==> src/rtl/cp0_int_ctrl.sv <==
// Coprocessor-0 interrupt/exception controller: SR/Cause/EPC/PRId, interrupt qualify and EPC capture.
// Optional BadVAddr register (reg 8) enabled by defining CP0_BADVADDR_EN.
module cp0_int_ctrl #(
  parameter logic [31:0] PRID_VAL   = 32'h0000_4D50,
  parameter logic [31:0] HANDLER_PC = 32'h0000_4180
) (
  input  logic        clk,
  input  logic        reset,
  input  logic [4:0]  A1,
  input  logic [4:0]  A2,
  input  logic [31:0] DIn,
  input  logic        We,
  input  logic [31:0] PC,
  input  logic [4:0]  ExcCodeIn,
  input  logic        EXLSet,
  input  logic        EXLClr,
  input  logic [5:0]  HWInt,
  input  logic [31:0] BadAddr,
  output logic        IntReq,
  output logic [31:0] ExcPC,
  output logic [31:0] EPC,
  output logic [31:0] DOut
);

  typedef enum logic {NORMAL = 1'b0, HANDLER = 1'b1} stateT;

  stateT       stateQ, stateD;
  logic [5:0]  imQ, imD;
  logic        ieQ, ieD;
  logic [5:0]  ipQ;
  logic [4:0]  excCodeQ, excCodeD;
  logic [31:0] epcQ, epcD;
  logic        exl;
  logic        intPend;
  logic [31:0] srVal, causeVal;
  logic [31:0] badVAddrVal;
  logic        unusedBits;

  assign exl     = (stateQ == HANDLER);
  // Raw HWInt (not latched IP) gives a zero-cycle interrupt response.
  assign intPend = (|(HWInt & imQ)) & ieQ & ~exl;
  assign IntReq  = intPend | (EXLSet & ~exl);

  assign srVal    = {16'b0, imQ, 8'b0, exl, ieQ};
  assign causeVal = {16'b0, ipQ, 3'b0, excCodeQ, 2'b0};
  assign ExcPC    = HANDLER_PC;
  assign EPC      = epcQ;

  always_comb begin
    stateD   = stateQ;
    imD      = imQ;
    ieD      = ieQ;
    excCodeD = excCodeQ;
    epcD     = epcQ;
    if (We && A2 == 5'd12) begin
      imD    = DIn[15:10];
      ieD    = DIn[0];
      stateD = DIn[1] ? HANDLER : NORMAL;
    end
    if (We && A2 == 5'd14) begin
      epcD = {DIn[31:2], 2'b00};
    end
    if (EXLClr) begin
      stateD = NORMAL;
    end
    // Exception entry is applied last so it wins on EXL and EPC.
    if (IntReq) begin
      stateD   = HANDLER;
      epcD     = {PC[31:2], 2'b00};
      excCodeD = intPend ? 5'd0 : ExcCodeIn;
    end
  end

  always_ff @(posedge clk) begin
    if (!reset) begin
      stateQ   <= NORMAL;
      imQ      <= '0;
      ieQ      <= 1'b0;
      ipQ      <= '0;
      excCodeQ <= '0;
      epcQ     <= '0;
    end else begin
      stateQ   <= stateD;
      imQ      <= imD;
      ieQ      <= ieD;
      ipQ      <= HWInt;
      excCodeQ <= excCodeD;
      epcQ     <= epcD;
    end
  end

`ifdef CP0_BADVADDR_EN
  logic [31:0] badVAddrQ, badVAddrD;

  always_comb begin
    badVAddrD = badVAddrQ;
    if (IntReq && !intPend && (ExcCodeIn == 5'd4 || ExcCodeIn == 5'd5)) begin
      badVAddrD = BadAddr;
    end
  end

  always_ff @(posedge clk) begin
    if (!reset) begin
      badVAddrQ <= '0;
    end else begin
      badVAddrQ <= badVAddrD;
    end
  end

  assign badVAddrVal = badVAddrQ;
  assign unusedBits  = ^PC[1:0];
`else
  assign badVAddrVal = 32'b0;
  assign unusedBits  = ^{BadAddr, PC[1:0]};
`endif

  // Reads show pre-edge register state; no bypass from a same-cycle mtc0.
  always_comb begin
    DOut = 32'b0;
    case (A1)
      5'd8:    DOut = badVAddrVal;
      5'd12:   DOut = srVal;
      5'd13:   DOut = causeVal;
      5'd14:   DOut = epcQ;
      5'd15:   DOut = PRID_VAL;
      default: DOut = 32'b0;
    endcase
  end

endmodule

==> config.mk <==
export PLATFORM = sky130hd
export DESIGN_NAME = cp0_int_ctrl
export DESIGN_NICKNAME = d
export VERILOG_FILES = /design/src/rtl/cp0_int_ctrl.sv
export SDC_FILE = /design/constraint.sdc
export NUM_CORES = 1
export LEC_CHECK = 0
export ABC_AREA = 1
export CAP_MARGIN = 30
export CORE_ASPECT_RATIO = 1.25
export CORE_MARGIN = 2
export CORE_UTILIZATION = 32
export CTS_CLUSTER_SIZE = 30
export DETAILED_ROUTE_END_ITERATION = 8
export GPL_ROUTABILITY_DRIVEN = 1
export PLACE_DENSITY = 0.81
export SLEW_MARGIN = 20
export SYNTH_ARGS = -nofsm -noshare
export SYNTH_HDL_FRONTEND = slang
export SYNTH_SLANG_ARGS = --single-unit
==> constraint.sdc <==
create_clock -name clk -period 1.13 [get_ports clk]
set_clock_uncertainty 0.05 [all_clocks]
set_input_delay 0.113 -clock clk [delete_from_list [all_inputs] [get_ports clk]]
set_output_delay 0.113 -clock clk [all_outputs]
set_load 0.01 [all_outputs]
==> results of run 1 <==
==> state kept, by name (all words and copies together), names as in the netlist <==
| register | cells |
|---|---|
| ieQ | 1 |
| ipQ | 6 |
| imQ | 6 |
| EPC | 30 |
| exl | 1 |
| excCodeQ | 5 |
==> worst paths after layout <==
path	end	depth (start not counted)	slack (ns)
setup / recovery	IntReq	7	-0.32
hold / removal	ipQ[0]$_SDFF_PN0_	3	0.35
setup reg to reg	EPC[15]$_SDFFE_PN0P_	10	-0.31
hold reg to reg	excCodeQ[3]$_SDFFE_PN0P_	2	0.41
==> cell families (layout without fill, tap and decap cells) <==
kind of cell           Yosys count  in the layout  share of synthesized area [%]
buffers and inverters          137            307                           22.3
flip-flops                      49             49                           31.7
other                            2             34                          0.243
AO/OA/AOI/OAI                   51             51                           8.82
AND/OR/NAND/NOR                255            255                           36.9
==> power by group through the flow <==
stage / logic [mW] / registers (mW) / clock network [mW]
2_1_floorplan: 0.574 / 2.00 / 0
3_3_place_gp: 1.34 / 1.94 / 0
3_5_place_dp: 1.37 / 1.95 / 0
4_1_cts: 1.36 / 1.91 / 1.52
5_1_grt: 1.53 / 1.94 / 1.62
6_report: 1.41 / 1.93 / 1.49
==> what timing repair did <==
item / CTS / global route
setup buffers: 6 / 6
cloned: 1 / 1
gates resized for setup: 307 / 101
pin swaps: 15 / 13
endpoints found under the setup margin: 106 / 87
==> critical path: stages (launching register included) <==
cell and delay (ns):
dfxtp_2 0.33, nand2_2 0.05, nand2_1 0.05, nor2_1 0.10, nand2_1 0.11, nand2_4 0.14, nand2_8 0.09, buf_6 0.13
==> metrics by stage <==
stage | utilization (%) | std cells
2_1_floorplan | - | 526
3_3_place_gp | 52.6 | 803
3_5_place_dp | 52.6 | 803
4_1_cts | 54.6 | 815
5_1_grt | 55.9 | 822
6_report | 55.9 | 822
==> routing by layer <==
layer	up-vias	share of wire (%)	track usage [%]
met1	1735	39	23.1
met4	0	1.5	5.87
met2	157	53	37.5
li1	1908	-	-
met5	-	0	0
met3	19	6.9	3.37
==> cell usage in the layout, fill, tap and decap left out, types with 22 or more instances in the layout <==
master	n
conb_1	34
nand3_1	60
inv_1	59
nand2_1	92
nor2_1	37
clkdlybuf4s50_1	78
buf_2	51
nand4_1	33
a21oi_1	22
buf_4	57
dfxtp_2	31
==> layout make-up <==
| class | count | area, µm² | share of cell area (%) |
|---|---|---|---|
| repair buffers | 228 | 1950 | 36.7 |
| flip-flops and latches | 49 | 1020 | 19.2 |
| well taps | 126 | 158 | 2.97 |
| clock buffers | 5 | 125 | 2.35 |
| multi-input cells | 340 | 1770 | 33.3 |
| inverters | 71 | 274 | 5.16 |
| clock inverters | 3 | 21.3 | 0.400 |
==> results.toml, run 1 <==
[power_and_ir_drop]
vdd_drop_max_mv = 0.521
power_density_nw_per_um2 = 908
clkPwrFrac_pct = 30.8
seq_power_share_pct = 39.9
p_int_mw = 3.42
power_mw = 4.83
leakagePower_nw = 2.70
netSwitchingFraction_pct = 29.1
p_sw_mw = 1.40
comb_power_share_pct = 29.2

[yosys]
synth_flop_cell = "dfxtp_1"
ys_ff_latch = 49
synthCells = 494
synth-warning-count = 0
synth_area_um2 = 3090
synth_top_cell_by_area = "dfxtp_1"
synth-edff-count = 0
synth_cell_types = 19
async_reset_ff_share_pct = 0
synth_most_common_cell = "nand2_1"
synth.top_cell.area_share_pct = 31.7
synth.cells.most_frequent = "nand2_1 (110), inv_1 (71), nand3_1 (63)"
syn_area_per_cell_um2 = 6.26
yosys-top-cells-area = "dfxtp_1 (32%), nand2_1 (13%), nand3_1 (10%), buf_4 (9.0%), inv_1 (8.6%)"
yosysSeqAreaShare_pct = 31.7

[clock_tree]
cts_tree = "done"
postCtsHoldBufs = 0
path_clk_slew_ns = 0.07
h-tree-depth = 2
clock-sinks = 49
clockBufferDepth = 2
clock_latency_ns = 0.29
cts_made_buffers = 5
ctsRootBufferMaster = "clkbuf_16"

[floorplan]
core-area_um2 = 9510
rows = 40
dieArea_um2 = 10500
initial_utilization_pct = 32.5
die_x_um = 91.9
fp.dieH_um = 114
io_pins = 219

[worst_setup_path]
arrival_ns = 1.29
cp_max_fo = 4
startpoint = "imQ[2]$_SDFFE_PN0P_"
cp_data_required_time_ns = 0.97
crit_type = "reg2out"
r2r-start = "imQ[2]$_SDFFE_PN0P_"
end_kind = "output port"
worstSetupStartpointType = "register"

[finish]
nets = 817
antennaDiodeCount = 0
fillers = 931
design_area_um2 = 5310
drive_above_1_share_pct = 35.6
syn2layout_area_growth_pct = 71.9

[timing]
worst_slack_ns = -0.322
fin_crit_sh_pct = 128
setup_violations = 43
finalHoldViolations = 0
min_period_ns = 1.45
hold_ws_ns = 0.352
setup_tns_ns = -9.49
timing.final.max_slew_violations = 0
rsz0062_at_grt = "yes"
fmax_mhz = 689

[global_route]
grt.overflow.total = 0
track_usage_pct = 20.0
grt_pass1_vias = 3598
antenna_found_initial = 0
grt_pass1_wl_mm = 17.1
grt_max_degree = 35

[place]
dp_hpwl_mm = 8.13
port-buffer-count = 150
place_congestion = 0.828
dpl_worst_slack_ns = -0.875
placed_cell_area_um2 = 5000

[outcome]
violations = "setup timing"
outcome = "finished, violations left"

[routing]
vias_per_cell = 4.65
firstDrtPassIters = 4
vias = 3819
drcViolationCount = 0
final_antenna_net_count = 0
wl_mm = 11.1
drt-initial-drc-count = 208
wire_per_inst_um = 13.5

[run]
cap_viol_max_count = 0

[worst_hold_path]
worstHoldPathType = "in2reg"
holdCritStartpoint = "HWInt[0]"
Power figures use the tool's default switching activity.
==> run 2: changes to the inputs <==
--- a/config.mk
+++ b/config.mk
@@ -8,7 +8,6 @@
 export ABC_AREA = 1
 export CAP_MARGIN = 30
 export CORE_ASPECT_RATIO = 1.25
-export CORE_MARGIN = 2
 export CORE_UTILIZATION = 32
 export CTS_CLUSTER_SIZE = 30
 export DETAILED_ROUTE_END_ITERATION = 8
==> run 2 against run 1 <==
Compared with the run above: the run still ends with setup timing left; design area rose by 7.3%; register-to-register slack improved by 0.02 ns; sequential share of layout area decreased by 1.4 points; sequential power about the same; global-route usage is 1.5 points higher; core utilization increased by 5.6 points; die area decreased by 3.9%; routed wire length rose by 4.9%; hold slack got worse by 0.011 ns.
==> results.toml, run 2 (synthesis gave the netlist of run 1 again) <==
[floorplan]
die_x_um = 89.9
io_pins = 219
dieArea_um2 = 10100
initial_utilization_pct = 33.3
rows = 39
core-area_um2 = 9270
fp.dieH_um = 112

[worst_setup_path]
r2r_slack_ns = -0.29
r2r_cells = 10
cp_top_family = "simple AND/OR/NAND/NOR gates"
path_cells = "nand2_2, nand2_1, nor2_1, nand2_1, nand2_4, nand2_4, buf_6"
cp_slowest_stage_delay_ns = 0.33
worst_path_max_delay_cell = "dfxtp_2"
crit_cells = 7
worstSetupStartpointType = "register"
crit_type = "reg2out"
cp_data_required_time_ns = 0.97
end_kind = "output port"
cp_max_fo = 4
arrival_ns = 1.28
critPathBufInv = 1

[routing]
wire_per_inst_um = 14.3
wl_mm = 11.7
vias = 3911
final_antenna_net_count = 0
vias_per_cell = 4.78
drcViolationCount = 0
firstDrtPassIters = 4
drt-initial-drc-count = 191

[finish]
fillers = 827
largest_reg_flops = 30
syn2layout_area_growth_pct = 84.5
final_cell_mix = "nand2_1 (86), clkdlybuf4s50_1 (77), inv_1 (64), nand3_1 (60), buf_4 (53)"
final_core_util_pct = 61.5
stdcell_count = 818
design_area_um2 = 5700
antennaDiodeCount = 0
final_common_cell = "nand2_1"
drive_above_1_share_pct = 38.0
nets = 816

[clock_tree]
h-tree-depth = 2
clockBufferDepth = 2
cts_made_buffers = 5
clock-sinks = 49
cts_tree = "done"
path_clk_slew_ns = 0.07
ctsRootBufferMaster = "clkbuf_16"
clock_latency_ns = 0.28

[power_and_ir_drop]
vdd_drop_max_mv = 0.609
p_sw_mw = 1.43
power_mw = 5.15
clkPwrFrac_pct = 34.0
leakagePower_nw = 2.83
seq_power_share_pct = 37.7
comb_power_share_pct = 28.3
netSwitchingFraction_pct = 27.8
p_int_mw = 3.71
power_density_nw_per_um2 = 902

[timing]
min_period_ns = 1.44
fmax_mhz = 694
fin_crit_sh_pct = 127
setup_tns_ns = -9.99
finalHoldViolations = 0
rsz0062_at_grt = "yes"
setup_violations = 51
timing.final.max_slew_violations = 0
hold_ws_ns = 0.341
worst_slack_ns = -0.311

[global_route]
use_met3_pct = 3.21
antenna_found_initial = 0
grt_pass1_vias = 3695
grt_pass1_wl_mm = 17.5
track_usage_pct = 21.4
use_met1_pct = 22.9
grt_max_degree = 30
met2_usage_pct = 41.7
top_usage_layer = "met2"
grt.overflow.total = 0

[place]
place_inst = 799
place_congestion = 0.795
dp_hpwl_mm = 8.05
placed_cell_area_um2 = 4950
dpl_worst_slack_ns = -0.798
port-buffer-count = 150

[worst_hold_path]
worstHoldPathType = "in2reg"
hold_depth = 3

[outcome]
violations = "setup timing"
outcome = "finished, violations left"

[run]
cap_viol_max_count = 0
==> run 2: cell types whose count changed in the layout (fill, tap and decap cells not counted), moves of 6 or more <==
cell and delta:
a21oi_2 +6, nor2_1 -14, buf_2 -18, buf_6 +11, inv_2 -6, nand2_1 -6
nor2_4 +12, a21oi_1 -6
==> run 2: worst min-delay path: cells and delay by family <==
family                 cells  cell delay, ns
and+or+nand+nor            1            0.06
buffers and inverters      2            0.45
==> run 2: per-layer routing <==
metal  routed length (µm)  up-vias
li1                     -     1911
met1                 4370     1822
met2                 6480      156
met3                  570       22
met4                  252        0
met5                    0        -
==> run 2: worst paths after layout <==
kind,endpoint,startpoint
worst min register to register,excCodeQ[3]$_SDFFE_PN0P_,excCodeQ[3]$_SDFFE_PN0P_
worst max-delay path,IntReq,imQ[5]$_SDFFE_PN0P_
worst min-delay path,ipQ[3]$_SDFF_PN0_,HWInt[3]
worst max register to register,EPC[10]$_SDFFE_PN0P_,imQ[5]$_SDFFE_PN0P_
==> run 2: what timing repair did <==
| action | in CTS | in global routing |
|---|---|---|
| gates cloned | 3 | 1 |
| resized for setup | 319 | 149 |
| pin swaps | 15 | 18 |
| buffers inserted | 4 | 3 |
| endpoints found under the setup margin | 106 | 100 |
| hold buffers | 0 | 0 |
==> run 2: cell type report <==
type                    instances  area (µm²)  area share (%)
clock buffers                   6         139            2.44
clock inverters                 2        37.5           0.658
inverters                      71         294            5.16
multi-input cells             340        1920            33.7
flip-flops and latches         49        1020            17.8
well taps                     123         154            2.70
repair buffers                227        2140            37.5
==> run 2: power groups by stage <==
| stage | registers, mW | clock network, mW | logic, mW |
|---|---|---|---|
| 6_report | 1.94 | 1.75 | 1.46 |
| 2_1_floorplan | 2.00 | 0 | 0.574 |
| 4_1_cts | 1.92 | 1.80 | 1.36 |
| 3_3_place_gp | 1.94 | 0 | 1.32 |
| 3_5_place_dp | 1.95 | 0 | 1.35 |
| 5_1_grt | 1.95 | 1.87 | 1.57 |
